--- config.mk ---
export PLATFORM = sky130hd
export DESIGN_NAME = digit_serial_adder
export DESIGN_NICKNAME = d
export VERILOG_FILES = /design/src/rtl/dsa_pkg.sv /design/src/rtl/dsa_digit_add.sv /design/src/rtl/digit_serial_adder.sv
export SDC_FILE = /design/constraint.sdc
export NUM_CORES = 1
export LEC_CHECK = 0
export BUFFER_PORTS_ARGS = -buffer_cell sky130_fd_sc_hd__buf_2
export CORE_UTILIZATION = 35
export CTS_CLUSTER_SIZE = 28
export DETAILED_ROUTE_END_ITERATION = 10
export RECOVER_POWER = 25
export SETUP_SLACK_MARGIN = 0.2
export SLEW_MARGIN = 20
export SYNTH_ARGS = -nofsm -noshare
export SYNTH_HDL_FRONTEND = slang
export SYNTH_SLANG_ARGS = --single-unit
--- constraint.sdc ---
create_clock -name clk -period 7.9 [get_ports clk]
set_clock_uncertainty 0.15 [all_clocks]
set_input_delay 1.975 -clock clk [delete_from_list [all_inputs] [get_ports clk]]
set_output_delay 1.975 -clock clk [all_outputs]
set_load 0.01 [all_outputs]
--- src/rtl/dsa_pkg.sv ---
// Shared types and helpers for the digit-serial adder: FSM encoding,
// counter sizing and signed saturation constants.
package dsa_pkg;

  typedef enum logic [1:0] {
    IDLE = 2'd0,
    RUN  = 2'd1,
    DONE = 2'd2
  } dsa_state_t;

  function automatic int ceil_log2(input int n);
    int r;
    r = 0;
    for (int i = 0; i < 31; i++) begin
      if ((1 << i) < n) r = i + 1;
    end
    return r;
  endfunction

  // Callers truncate to their own WIDTH.
  function automatic logic [63:0] sat_pos(input int width);
    return (64'd1 << (width - 1)) - 64'd1;
  endfunction

  function automatic logic [63:0] sat_neg(input int width);
    return 64'd1 << (width - 1);
  endfunction

endpackage

--- src/rtl/dsa_digit_add.sv ---
// Combinational DIGIT_W-bit full adder, shared across digit cycles.
// Zero latency; no flow control.
// Also exports the carry into the MSB so signed overflow can be derived.
module dsa_digit_add #(
  parameter int DIGIT_W = 4
) (
  input  logic [DIGIT_W-1:0] a,
  input  logic [DIGIT_W-1:0] b,
  input  logic               cin,
  output logic [DIGIT_W-1:0] s,
  output logic               cout,
  output logic               c_into_msb
);

  logic [DIGIT_W:0] full;

  assign full       = {1'b0, a} + {1'b0, b} + {{DIGIT_W{1'b0}}, cin};
  assign s          = full[DIGIT_W-1:0];
  assign cout       = full[DIGIT_W];
  // The sum bit is a^b^cin at every position, so cin at the MSB falls out.
  assign c_into_msb = a[DIGIT_W-1] ^ b[DIGIT_W-1] ^ s[DIGIT_W-1];

endmodule

--- src/rtl/digit_serial_adder.sv ---
// WIDTH-bit add/sub/accumulate, DIGIT_W bits per clock; DIGIT_SERIAL_ADDER_SAT_EN enables saturation.
// Latency: out_valid rises NDIG cycles after the accept edge.
// Backpressure: one op in flight; in_ready only in IDLE, result held until out_ready.
module digit_serial_adder
  import dsa_pkg::*;
#(
  parameter int WIDTH   = 16,
  parameter int DIGIT_W = 4
) (
  input  logic             clk,
  input  logic             rst,
  input  logic             in_valid,
  output logic             in_ready,
  input  logic [WIDTH-1:0] in_a,
  input  logic [WIDTH-1:0] in_b,
  input  logic             in_sub,
  input  logic             in_acc,
  output logic             out_valid,
  input  logic             out_ready,
  output logic [WIDTH-1:0] out_sum,
  output logic             out_carry,
  output logic             out_ovf,
  output logic             busy
);

  localparam int NDIG  = WIDTH / DIGIT_W;
  localparam int CNT_W = (NDIG > 1) ? ceil_log2(NDIG) : 1;

  generate
    if (WIDTH < 2) begin : g_bad_width
      $error("digit_serial_adder: WIDTH must be >= 2");
    end
    if (DIGIT_W < 1 || (WIDTH % DIGIT_W) != 0) begin : g_bad_digit
      $error("digit_serial_adder: DIGIT_W must divide WIDTH");
    end
  endgenerate

`ifdef DIGIT_SERIAL_ADDER_SAT_EN
  localparam logic [WIDTH-1:0] SAT_P = WIDTH'(sat_pos(WIDTH));
  localparam logic [WIDTH-1:0] SAT_N = WIDTH'(sat_neg(WIDTH));
`endif

  dsa_state_t       state;
  logic [CNT_W-1:0] cnt;
  logic [WIDTH-1:0] a_sh, b_sh, sum_sh, acc;
  logic             carry;

  logic [DIGIT_W-1:0] d_s;
  logic               d_cout, d_cmsb;
  logic [WIDTH-1:0]   sum_nxt, res;
  logic               ovf, last;

  dsa_digit_add #(.DIGIT_W(DIGIT_W)) u_digit_add (
    .a          (a_sh[DIGIT_W-1:0]),
    .b          (b_sh[DIGIT_W-1:0]),
    .cin        (carry),
    .s          (d_s),
    .cout       (d_cout),
    .c_into_msb (d_cmsb)
  );

  always_comb begin
    last    = (cnt == CNT_W'(NDIG - 1));
    sum_nxt = (sum_sh >> DIGIT_W) | (WIDTH'(d_s) << (WIDTH - DIGIT_W));
    // On the top digit, carry-in vs carry-out of the MSB differs exactly on signed overflow.
    ovf     = d_cmsb ^ d_cout;
`ifdef DIGIT_SERIAL_ADDER_SAT_EN
    res     = ovf ? (a_sh[DIGIT_W-1] ? SAT_N : SAT_P) : sum_nxt;
`else
    res     = sum_nxt;
`endif
  end

  assign in_ready = (state == IDLE);
  assign busy     = (state != IDLE);

  always_ff @(posedge clk) begin
    if (rst) begin
      state     <= IDLE;
      cnt       <= '0;
      acc       <= '0;
      out_sum   <= '0;
      out_carry <= 1'b0;
      out_ovf   <= 1'b0;
      out_valid <= 1'b0;
    end else begin
      case (state)
        IDLE: begin
          if (in_valid) begin
            a_sh  <= in_acc ? acc : in_a;
            b_sh  <= in_sub ? ~in_b : in_b;
            carry <= in_sub;
            cnt   <= '0;
            state <= RUN;
          end
        end
        RUN: begin
          a_sh   <= a_sh >> DIGIT_W;
          b_sh   <= b_sh >> DIGIT_W;
          sum_sh <= sum_nxt;
          carry  <= d_cout;
          cnt    <= cnt + CNT_W'(1);
          if (last) begin
            out_sum   <= res;
            acc       <= res;
            out_carry <= d_cout;
            out_ovf   <= ovf;
            out_valid <= 1'b1;
            state     <= DONE;
          end
        end
        DONE: begin
          if (out_ready) begin
            out_valid <= 1'b0;
            state     <= IDLE;
          end
        end
        default: state <= IDLE;
      endcase
    end
  end

endmodule

### Yosys cells after proc, flatten, opt, wreduce, memory -nomap -nowiden

Cells that the tools add are included.

| word-level totals | value |
|---|---|
| bits in registers | 72 |
| input bits | 38 |
| output and inout port bits | 21 |

| cells by class | value |
|---|---|
| muxes and demuxes | 17 |
| $add $sub $neg | 3 |
| equality and inequality tests | 6 |
| reduce and logical (&&, ||, !) cells | 10 |
| bitwise operators | 6 |

Operators by type and width:

| cell | number |
|---|---|
| $mux 16 | 4 |
| $pmux 16 s2 | 2 |
| $not 16->16 | 1 |
| $or 12x16->16 | 1 |
| $reduce_and 3->1 | 3 |
| $mux 2 | 4 |
| $ne 2x2->1 const B | 3 |
| $pmux 2 s3 | 1 |
| $reduce_and 2->1 | 3 |
| $reduce_bool 2->1 | 3 |
| $add 4x4->5 | 1 |
| $add 5x1->5 | 1 |
| $eq 2x2->1 const B | 2 |
| $pmux 1 s2 | 2 |
| $pmux 2 s2 | 1 |
| $mux 1 | 3 |
| $xor 1x1->1 | 3 |
| $add 2x1->2 const B | 1 |
| $eq 2x1->1 const B | 1 |
| $logic_not 2->1 | 1 |
| $not 1->1 | 1 |

### Logic depth before layout (Yosys ltp)

| depth | value |
|---|---|
| depth in word-level cells | 4 |
| gate-level depth with buffers | 7 |
| mapped depth without buffers | 7 |

### Hierarchy

A second synthesis with hierarchy kept.

| second synthesis, totals | value |
|---|---|
| cell total of the unflattened synthesis | 266 |
| area, all modules | 2985.4 sq um |

By module, submodules not included:

| module | instances | cells each | area each (sq um) |
|---|---|---|---|
| digit_serial_adder | 1 | 249 | 2841.5 |
| dsa_digit_add | 1 | 17 | 143.9 |

### Worst setup path after synthesis

OpenSTA, ideal clock, no wires.

| timing path | value |
|---|---|
| path kind | input to register |
| from | in rst |
| to | reg a_sh[0] (enable) |
| path buffers | 2 |
| setup slack | 2.575 ns |
| arrival time | 4.710 ns |
| required time | 7.286 ns |
| library setup time | 0.464 ns |
| stages on the path | 3 |
| path through | clkbuf_1 > clkbuf_1 > nor3_1 |

| between the ends | value |
|---|---|
| cells in the longest elaborated chain, start to end | 2 |

Ends and longest elaborated chain:

| element | line | RTL |
|---|---|---|
| start, declared | digit_serial_adder.sv:11 | `input logic rst,` |
| $not 1->1 (no line) | n/a |  |
| $reduce_and 3->1 (no line) | n/a |  |
| end signal, assigned | digit_serial_adder.sv:90 | `a_sh <= in_acc ? acc : in_a;` |
| end signal, assigned | digit_serial_adder.sv:98 | `a_sh <= a_sh >> DIGIT_W;` |
| end, declared | digit_serial_adder.sv:45 | `logic [WIDTH-1:0] a_sh, b_sh, sum_sh, acc;` |

No other way between the ends.
A chain may end at the register's enable or synchronous reset.

### Worst setup path after layout

| timing path | value |
|---|---|
| from | in rst |
| to | reg sum_sh[10] (enable) |

| between the ends | value |
|---|---|
| cells in the longest elaborated chain, start to end | 2 |

Ends and longest elaborated chain:

| element | line | RTL |
|---|---|---|
| $not 1->1 (no line) | n/a |  |
| $reduce_and 2->1 (no line) | n/a |  |
| end signal, assigned | digit_serial_adder.sv:100 | `sum_sh <= sum_nxt;` |
| end, declared | digit_serial_adder.sv:45 |  |

No other way between the ends.

==> qor.yml <==
holdWs_ns: 0.306
cts_root_buffer: "clkbuf_8"
maxSlewHeadroom_pct: 19.4
multi_input_area_sq_um: 1070
ios: 59
hold_path.class: "reg -> reg"
critical_path_class: "in -> reg"
worst_setup_path_start_kind: "primary input"
crit_chain: "clkbuf_1, nor2b_1"
layout-drive-gt1-share_pct: 24.5
synth_top_area_cell: "edfxtp_1"
antenna_cells: 0
wire_per_inst_microns: 13.4
synth_commonest_cells: "56 x nand2_1, 45 x edfxtp_1, 27 x o21ai_0"
cts_setup_buffers: 0
fin_crit_ns: 3.57
regArea_sq_um: 1810
slew_violations: 0
powerDensity_nw_per_um2: 211
synth_area_per_cell_sq_um: 11.2
gp_congestion: 0.707
die_area_sq_um: 8960
fin_cells: 432
worstReg2RegStart: "state[0]$_SDFFE_PP0P_"
coreArea_sq_um: 8260
cts_hold_buf: 0
switchingPower_mw: 0.174
cts_tree: "built"
critical-path-max-stage-delay_ns: 0.94
reg2reg_depth: 3
worstReg2RegEnd: "sum_sh[10]$_DFFE_PP_"
hpwl_mm: 3.96
synth_seq_cells: 68
rsz0062_at_grt: "no"
crit_path_start: "rst"
wl_mm: 5.81
critical-path-top-delay-family: "simple AND/OR/NAND/NOR gates"
clock-sinks: 68
grt_overflow: 0
seqPwrFrac_pct: 55.3
ant_nets: 0
endpoint: "sum_sh[10]$_DFFE_PP_"
fmax_mhz: 280
io_buffers: 58
worstPathMaxFanout: 26
post-route-period-util_pct: 45.2
ys_seq_area_share_pct: 60.3
critPathArrivalTime_ns: 3.38
synth_top_area_share_pct: 45.0
status: "finished clean"
vias_per_cell: 4.63
synth-edff-count: 45
syn_inst: 269
grt_pass1_vias: 1973
path_buf_inv: 1
hold_viol: 0
nFillCells: 831
dp_slack_ns: 4.27
slowest_stage: "nor2b_1"
comb_power_share_pct: 10.4
vias: 2001
nets: 366
fin_ws_ns: 4.33
cts_buffers: 9
initial_core_util_pct: 36.4
netSwitchingFraction_pct: 23.4
path_depth: 2
drtIter0Drc: 94
setup_viol_count_final: 0
grt_max_degree: 64
ir_worst_vdd_mv: 0.118
cp.required_ns: 7.71
finalPower_mw: 0.741
yosysMostFrequentCell: "nand2_1"
r2r_setup_slack_ns: 5.50
ctsResizeCount: 0
p_int_mw: 0.568
antenna_found_initial: 0
path_clk_slew_ns: 0.06
tightest_slew_ns: 1.21
dp_cells: 416
synth_ff_type: "edfxtp_1"
cts_max_level: 3
grt_pass1_wl_mm: 9.68
synthTopCellsByArea: "edfxtp_1 45%, dfxtp_1 15%, nand2_1 7.0%"
async_flop_share_pct: 0
num_rows: 33
synth_area_sq_um: 3000
clock_path_buffers: 2
yosys_warnings: 0
dieHeight_microns: 94.6
drv_cap: 0
fin_tns_setup_ns: 0
p_leak_nw: 1.37
grt_usage_pct: 14.7
die_w_microns: 94.6
clock_latency_ns: 0.34
synth_cell_type_count: 26
drc: 0
drt-pass1-iter-count: 4
clockPowerShare_pct: 34.3
syn-num-nets: 313
end_kind: "flop"
syn_to_final_growth_pct: 17.0
## worst min path at each step
stage | depth (start not counted) | endpoint | from
3_3_place_gp | 0 | sum_sh[4]$_DFFE_PP_ | sum_sh[8]$_DFFE_PP_
6_report | 0 | sum_sh[4]$_DFFE_PP_ | sum_sh[8]$_DFFE_PP_
5_1_grt | 0 | sum_sh[7]$_DFFE_PP_ | sum_sh[11]$_DFFE_PP_
2_1_floorplan | 0 | sum_sh[10]$_DFFE_PP_ | sum_sh[14]$_DFFE_PP_
4_1_cts | 0 | sum_sh[4]$_DFFE_PP_ | sum_sh[8]$_DFFE_PP_
3_5_place_dp | 0 | sum_sh[10]$_DFFE_PP_ | sum_sh[14]$_DFFE_PP_
## layout make-up
class / instances / area share [%]
Timing Repair Buffer: 60 / 8.65
Inverter: 6 / 0.641
Clock buffer: 15 / 4.74
Multi-Input combinational cell: 177 / 30.4
Clock inverter: 1 / 0.214
Sequential cell: 68 / 51.6
Tap cell: 105 / 3.74
## routing by layer
layer / GRT usage (%) / vias up / share of wire [%]
met4: 4.17 / 0 / 1.2
met1: 19.1 / 910 / 47
met5: 0 / - / 0
met2: 23.0 / 54 / 46
met3: 5.15 / 6 / 5.7
li1: - / 1031 / -
## per-stage QoR
stage               area, sq um  utilization (%)
floorplan                  3000                -
global placement           3350             40.6
detailed placement         3350             40.6
CTS                        3520             42.7
global route               3510             42.5
finish                     3510             42.5
## power groups by stage
stage / logic [mW] / registers (mW) / clock network [mW]
after floorplan: 0.0543 / 0.416 / 0
after global placement: 0.0777 / 0.417 / 0
after detailed placement: 0.0787 / 0.418 / 0
after CTS: 0.0796 / 0.410 / 0.260
after global routing: 0.0882 / 0.412 / 0.273
final: 0.0773 / 0.410 / 0.254
## state kept, by name, summed over array words and instances (netlist names)
signal,count
a_sh,16
acc,16
b_sh,16
sum_sh,12
cnt,2
state,2
carry,1
out_carry,1
out_ovf,1
out_valid,1
## cell usage in the layout (no fill, tap or decap), drive strengths merged, types with 2 or more instances in the layout
cell type	synthesis	layout
a211oi	3	3
o21ai	27	27
edfxtp	45	45
mux2i	17	17
nor2	16	16
a21o	2	2
nor3	2	2
nand2	56	56
nand2b	2	2
clkbuf	5	16
dfxtp	23	23
fa	2	2
nor2b	2	2
a21oi	20	20
ha	4	4
xnor2	19	19
buf	13	59
inv	6	6
## cell families after synthesis
group                      synth area share [%]
and+or+nand+nor                            11.5
DFF                                        60.3
AOI/OAI and AO/OA                          9.87
buffers and inverters                      4.16
xor gates and xnor gates                   5.54
muxes                                      5.66
adders and majority gates                  3.00
Power figures use the tool's default switching activity.
